**src/rtl/bcd_to_bin_seq.sv**
```systemverilog
`timescale 1ns/1ps
// ---------------------------------------------------------------------------
// bcd_to_bin_seq
//
// Sequential packed-BCD to binary converter using reverse double-dabble.
// A request is latched on an in_valid/in_ready handshake. The combined
// {bcd,bin} register is then shifted right once per clock, and every BCD
// nibble that reaches 8 or more has 3 subtracted. After 4*NDIG iterations
// the binary result is presented on out_valid/out_ready and is held until
// it is consumed.
//
// Optional feature (compile-time macro BCD_TO_BIN_ERR_CHECK_EN):
//   When the macro is defined, any nibble > 9 at the accept edge flags the
//   request. The conversion still takes the full latency, and the result
//   is reported as out_err=1 with out_bin=0. When the macro is undefined,
//   out_err is always 0 and invalid nibbles simply run through the
//   algorithm.
//
// Ports:
//   clk        rising-edge clock
//   resetn     asynchronous active-low reset
//   clear      synchronous abort back to IDLE (drops any in-flight work)
//   in_valid   request present on in_bcd
//   in_ready   converter can accept a request (registered)
//   in_bcd     NDIG packed BCD digits, ones digit in [3:0]
//   out_valid  out_bin/out_err hold a result
//   out_ready  consumer accepts the result
//   out_bin    binary result (BIN_W bits)
//   out_err    invalid digit seen (only with the error-check macro)
//   busy       high while converting
// ---------------------------------------------------------------------------
module bcd_to_bin_seq #(
  parameter int NDIG  = 2,
  parameter int BIN_W = 7
) (
  input  logic                clk,
  input  logic                resetn,
  input  logic                clear,
  input  logic                in_valid,
  output logic                in_ready,
  input  logic [4*NDIG-1:0]   in_bcd,
  output logic                out_valid,
  input  logic                out_ready,
  output logic [BIN_W-1:0]    out_bin,
  output logic                out_err,
  output logic                busy
);

  localparam int SW = 4 * NDIG;        // width of both the BCD and binary shift registers
  localparam int CW = $clog2(SW);      // iteration counter width (counts 0..SW-1)

  typedef enum logic [1:0] {IDLE, CONV, DONE} state_t;

  state_t          state_reg;
  logic [SW-1:0]   bcd_reg;
  logic [SW-1:0]   bin_reg;
  logic [CW-1:0]   cnt_reg;
  logic            err_reg;

  // One iteration: right shift of the concatenated register, then correct
  // each BCD nibble (halving a decimal digit pair borrows 10/2=5 into the
  // next lower nibble as 8, so subtracting 3 restores the BCD weight).
  logic [2*SW-1:0] shifted;
  logic [SW-1:0]   bcd_fix;
  logic [SW-1:0]   bin_shift;
  logic            in_bad;

  assign shifted   = {bcd_reg, bin_reg} >> 1;
  assign bin_shift = shifted[SW-1:0];

  genvar gi;
  generate
    for (gi = 0; gi < NDIG; gi++) begin : g_fix
      logic [3:0] nib;
      assign nib = shifted[SW + 4*gi +: 4];
      assign bcd_fix[4*gi +: 4] = (nib >= 4'd8) ? (nib - 4'd3) : nib;
    end
  endgenerate

`ifdef BCD_TO_BIN_ERR_CHECK_EN
  logic [NDIG-1:0] nib_bad;
  generate
    for (gi = 0; gi < NDIG; gi++) begin : g_chk
      assign nib_bad[gi] = (in_bcd[4*gi +: 4] > 4'd9);
    end
  endgenerate
  assign in_bad = |nib_bad;
`else
  assign in_bad = 1'b0;
`endif

  always_ff @(posedge clk or negedge resetn) begin
    if (!resetn) begin
      state_reg <= IDLE;
      bcd_reg   <= '0;
      bin_reg   <= '0;
      cnt_reg   <= '0;
      err_reg   <= 1'b0;
      in_ready  <= 1'b0;
      out_valid <= 1'b0;
      out_bin   <= '0;
      out_err   <= 1'b0;
      busy      <= 1'b0;
    end else if (clear) begin
      // Abort wins over everything, including a same-cycle request.
      state_reg <= IDLE;
      cnt_reg   <= '0;
      err_reg   <= 1'b0;
      in_ready  <= 1'b1;
      out_valid <= 1'b0;
      out_err   <= 1'b0;
      busy      <= 1'b0;
    end else begin
      case (state_reg)
        IDLE: begin
          // in_ready comes up here on the first edge after reset release.
          in_ready <= 1'b1;
          if (in_valid && in_ready) begin
            bcd_reg   <= in_bcd;
            bin_reg   <= '0;
            cnt_reg   <= '0;
            err_reg   <= in_bad;
            in_ready  <= 1'b0;
            busy      <= 1'b1;
            state_reg <= CONV;
          end
        end

        CONV: begin
          bcd_reg <= bcd_fix;
          bin_reg <= bin_shift;
          cnt_reg <= cnt_reg + 1'b1;
          if (cnt_reg == CW'(SW - 1)) begin
            // Upper bits of the binary register are zero for valid input.
            out_bin   <= err_reg ? '0 : bin_shift[BIN_W-1:0];
            out_err   <= err_reg;
            out_valid <= 1'b1;
            busy      <= 1'b0;
            state_reg <= DONE;
          end
        end

        DONE: begin
          if (out_ready) begin
            out_valid <= 1'b0;
            out_err   <= 1'b0;
            in_ready  <= 1'b1;
            state_reg <= IDLE;
          end
        end

        default: begin
          state_reg <= IDLE;
          in_ready  <= 1'b1;
          out_valid <= 1'b0;
          busy      <= 1'b0;
        end
      endcase
    end
  end

endmodule
```
**config.mk**
```make
export PLATFORM = sky130hd
export DESIGN_NAME = bcd_to_bin_seq
export DESIGN_NICKNAME = d
export VERILOG_FILES = /design/src/rtl/bcd_to_bin_seq.sv
export SDC_FILE = /design/constraint.sdc
export NUM_CORES = 1
export LEC_CHECK = 0
export BUFFER_PORTS_ARGS = -buffer_cell sky130_fd_sc_hd__buf_2
export CAP_MARGIN = 20
export CORE_MARGIN = 1
export CORE_UTILIZATION = 47
export DETAILED_ROUTE_END_ITERATION = 8
export GPL_TIMING_DRIVEN = 0
export PLACE_DENSITY = 0.69
export SLEW_MARGIN = 20
export SYNTH_ARGS = -nofsm -noshare
export SYNTH_HDL_FRONTEND = slang
export SYNTH_SLANG_ARGS = --single-unit
```
**constraint.sdc**
```tcl
create_clock -name clk -period 1.9 [get_ports clk]
set_input_delay 0.285 -clock clk [delete_from_list [all_inputs] [get_ports clk]]
set_output_delay 0.285 -clock clk [all_outputs]
set_load 0.05 [all_outputs]
```
---- After elaboration in Yosys (flattened, before gate mapping) ----
Index checks and enable logic that the tools add are counted.
word-level totals
  bits in registers ....................... 33
  output and inout port bits .............. 11
  word-level logic and storage cells ...... 75
operators by class
  reductions and logical operators ........ 16
  $add $sub $neg .......................... 3
  bitwise logic cells ..................... 1
  order comparisons ....................... 2
  eq/ne operators ......................... 10
  muxes and demuxes ....................... 33
operator list
  cell                   number
  $pmux W8 S2            2
  $reduce_and A3 Y1      6
  $mux W8                2
  $mux W1                14
  $ne A3 B3 Y1 const B   3
  $pmux W1 S3            3
  $mux W2                4
  $mux W4                2
  $ne A2 B2 Y1 const B   4
  $mux W7                1
  $mux W3                2
  $pmux W2 S3            1
  $pmux W3 S2            1
  $reduce_and A2 Y1      3
  $reduce_bool A2 Y1     3
  $reduce_bool A3 Y1     2
  $ge A3 B4 Y1 const B   1
  $ge A4 B4 Y1 const B   1
  $sub A3 B2 Y4 const B  1
  $sub A4 B2 Y4 const B  1
  $add A3 B1 Y3 const B  1
  $eq A3 B3 Y1 const B   1
  $eq A2 B1 Y1 const B   1
  $eq A2 B2 Y1 const B   1
  4 further kinds        4

---- Logic depth before layout (Yosys ltp) ----
  depth after elaboration ................. 4
  mapped depth ............................ 7
  depth with buffers taken out ............ 6

---- Worst setup path after synthesis ----
Ideal clock, no wire load.
  path kind ............................... reg2reg
  start ................................... reg in_ready
  end ..................................... reg bin_reg[7]
  period minus slack after synthesis ...... 1.627 ns
  cell stages (with the launch flop) ...... 5
  required time ........................... 1.779 ns
  data arrival time ....................... 1.506 ns
  path slack .............................. 0.273 ns
  cells stage by stage .................... dfrtp_1 a21oi_1 or3_1 buf_2 a22o_1
on the way
  longest elaborated chain between the ends .. 3
RTL lines
  what                         line  source
  start: declaration           40    output logic in_ready,
  start signal: assignment     99    in_ready <= 1'b0;
  start signal: assignment     109   in_ready <= 1'b1;
  start signal: assignment     117   in_ready <= 1'b1;
  $logic_and A1 B1 Y1          118   if (in_valid && in_ready) begin
  $ne A2 B2 Y1 (no line)       n/a
  $reduce_and A3 Y1 (no line)  n/a
  end signal: assignment       131   bin_reg <= bin_shift;
  end: declaration             56    logic [SW-1:0] bin_reg;
No other way between the ends.
A chain may end at the register's enable or synchronous reset.

---- Worst setup path in the final report ----
  start ................................... reg state_reg[1]
  end ..................................... reg out_bin[0]
on the way
  longest elaborated chain between the ends .. 2
RTL lines
  what                         line  source
  start: declaration           54    state_t state_reg;
  start signal: assignment     94    state_reg <= IDLE;
  start signal: assignment     106   state_reg <= IDLE;
  start signal: assignment     125   state_reg <= CONV;
  $eq A2 B1 Y1                 114   case (state_reg)
  $reduce_and A3 Y1 (no line)  n/a
  end signal: assignment       135   out_bin <= err_reg ? '0 : bin_shift[BIN_W-1:0];
  end: declaration             44    output logic [BIN_W-1:0] out_bin,
No other way between the ends.

==> summary.json <==
{
  "worst_setup_path": {
    "arrival_ns": 1.85,
    "worstSetupStartpointType": "flop",
    "worst-path-max-fanout": 9,
    "rr_worst_depth": 6,
    "worst_r2r_setup_slack_ns": 0.27,
    "regToRegStartpoint": "state_reg[1]",
    "worstSetupEndpointType": "flop",
    "reg2reg_to": "out_bin[0]",
    "cp_data_required_time_ns": 2.12,
    "critical_path_class": "reg2reg"
  },
  "status": {
    "outcome": "finished clean"
  },
  "layout": {
    "antenna_cells": 0,
    "num-fill-cells": 253,
    "layout-drive-gt1-share_pct": 31.0,
    "largest_reg_flops": 8,
    "areaGrowthSynthToFinish_pct": 15.2,
    "count_of_nets_after_finishing": 174,
    "final_standard_cell_area_without_fillers_um2": 1660
  },
  "global_routing": {
    "first_global_vias": 1033,
    "global_route.usage.total_pct": 18.7,
    "wire_length_of_the_first_global_routing_pass_um": 4600,
    "overflow": 0,
    "grt_max_degree": 31,
    "grt_antenna_before_repair": 0
  },
  "route": {
    "postRouteAntennaNets": 0,
    "drt-total-wl_um": 2490,
    "num_vias": 1014,
    "avgViaCountPerCell": 5.37,
    "drtPass1Iterations": 4,
    "first_iter_violations": 14,
    "residual_drc_count": 0,
    "post_dr_wirelength_cell_um": 13.2
  },
  "timing": {
    "report.final.setup_viol": 0,
    "layout_worst_path_cycle_share_pct": 85.7,
    "period_minus_slack_ns": 1.63,
    "grt_setup_unrepaired": "false",
    "slew_violations": 0,
    "worst_pin_slew_ns": 0.666,
    "tns_ns": 0,
    "clock-skew-final_ns": 0.00363,
    "worst_slew_margin_rel_pct": 55.6,
    "hold_violations": 0,
    "clock.fmax_mhz": 614
  },
  "floorplanning": {
    "coreArea_um2": 2830,
    "floorplan.initialDensity_pct": 50.8,
    "design.portCount": 24,
    "die_area_um2": 3280,
    "floorplan.die.width_um": 57.3,
    "die_h_um": 57.3,
    "floorplan.rows": 19
  },
  "clock_network": {
    "post_cts_hold_buffer_count": 1,
    "worstSkewPairLatency_ns": 0.33,
    "clock-sinks": 30,
    "cts-root-to-sink-buffers": 2,
    "post-cts-setup-buffers": 0,
    "cts_tree": "yes",
    "library_cell_used_as_clock_root_buffer": "clkbuf_4",
    "cts_made_buffers": 5,
    "clock_tree.htree_level_count": 2,
    "post_cts_resized": 0,
    "clkSlewWorstSetupHoldPaths_ns": 0.09
  },
  "placed_design": {
    "dp.final_hpwl_um": 1790,
    "detailed_place.area_um2": 1590,
    "place_congestion": 0.749,
    "io_buffers": 22
  },
  "logic_synthesis": {
    "synth-seq-cells": 30,
    "synth_sequential_area_ratio_pct": 52.3,
    "yosys-top-cells-count": "30 x dfrtp_1, 13 x nor2_1, 11 x nand2_1",
    "mean_area_per_synthesized_cell_um2": 11.3,
    "async_reset_ff_share_pct": 100,
    "synth_cells": 127,
    "synthesis.nets": 144,
    "yosys-top-cells-area": "dfrtp_1 52%, mux2_4 7.3%, a22o_1 4.3%, ha_1 3.5%, mux2i_1 3.5%",
    "synth_top_cell_area_share_pct": 52.3,
    "synth_warnings": 0,
    "postSynth.topFlopCell": "dfrtp_1",
    "synth_largest_area_cell": "dfrtp_1",
    "post_synth_num_cell_types": 30,
    "synth_edf_count": 0,
    "synthMostInstantiatedCell": "dfrtp_1",
    "synthesis.area_um2": 1440
  },
  "worst_hold_path": {
    "hold_path.class": "in2reg",
    "worstHoldPathCells": 3,
    "hold_path_end": "bcd_reg[4]",
    "holdCritStartpoint": "in_bcd[4]"
  },
  "power": {
    "p_leak_uw": 0.000830,
    "vdd.ir_drop.worst_v": 0.000396,
    "report.power.total_uw": 1370,
    "power_density_nw_per_um2": 828
  },
  "job": {
    "max_cap_violations": 0
  }
}
[cell families (layout without fill, tap and decap cells)]
kind of cell	after synthesis	after routing	share of synthesized area (%)
simple gates	35	35	11.6
compound gates	31	31	13.9
flops	30	30	52.3
mux	13	13	11.6
buf+inv	11	42	5.66
fa+ha+maj	4	4	3.48
xor+xnor	2	2	1.22
other cells	1	1	0.261
[critical path, cell delays in order (launching register included)]
cell,delay (ns)
dfrtp_1,0.41
nand2b_2,0.19
buf_6,0.14
nor2_4,0.17
and2_4,0.19
buf_12,0.12
mux2_4,0.29
[power breakdown]
part           internal [uW]  switching, uW
sequential               695           51.2
combinational            106            125
clock                    179            216
total                    979            392
[routing by layer]
metal / routed length [um] / GRT usage, %
met5: 0 / 0
met4: 39 / 6.27
met3: 103 / 6.12
met2: 1220 / 31.3
met1: 1130 / 23.0
[how the worst max path moves through the flow]
| stage | start | endpoint | slack (ns) | cells past startpoint |
|---|---|---|---|---|
| finish | state_reg[1] | out_bin[0] | 0.27 | 6 |
| global route | state_reg[1] | out_bin[4] | 0.21 | 6 |
| CTS | state_reg[1] | out_bin[6] | 0.27 | 6 |
| detailed placement | state_reg[1] | out_bin[6] | 0.27 | 6 |
| global placement | state_reg[1] | out_bin[5] | 0.33 | 6 |
| floorplan | in_ready | bin_reg[7] | 0.27 | 4 |
[metrics by stage]
step	instances	utilization [%]	setup slack (ns)	hold WS [ns]
after floorplan	127	-	0.273	-0.0106
after global placement	180	56.0	0.327	0.349
after detailed placement	180	56.0	0.274	0.354
after CTS	189	58.5	0.268	0.244
after global routing	189	58.5	0.207	0.265
final	189	58.5	0.272	0.246
[cells in the final DEF, fill, tap and decap left out, drive strengths merged, types with 2 or more instances in the layout]
cell	n
nand2	11
a21oi	8
nor3	2
ha	4
a22o	7
dfrtp	30
clkbuf	8
nor2	14
buf	30
mux2	8
inv	2
xnor2	2
mux2i	5
o22a	2
a22oi	3
nand2b	4
o21ai	9
[final cells by class]
cell class / count / area, um^2 / share of cell area, %
Buffer: 9 / 73.8 / 4.46
Clock buffer: 7 / 55.1 / 3.33
Clock inverter: 1 / 5.00 / 0.302
Inverter: 2 / 7.51 / 0.454
Multi-Input combinational cell: 86 / 604 / 36.5
Sequential cell: 30 / 751 / 45.4
Tap cell: 31 / 38.8 / 2.34
Timing Repair Buffer: 23 / 120 / 7.26
(Power assumes the default switching activity.)
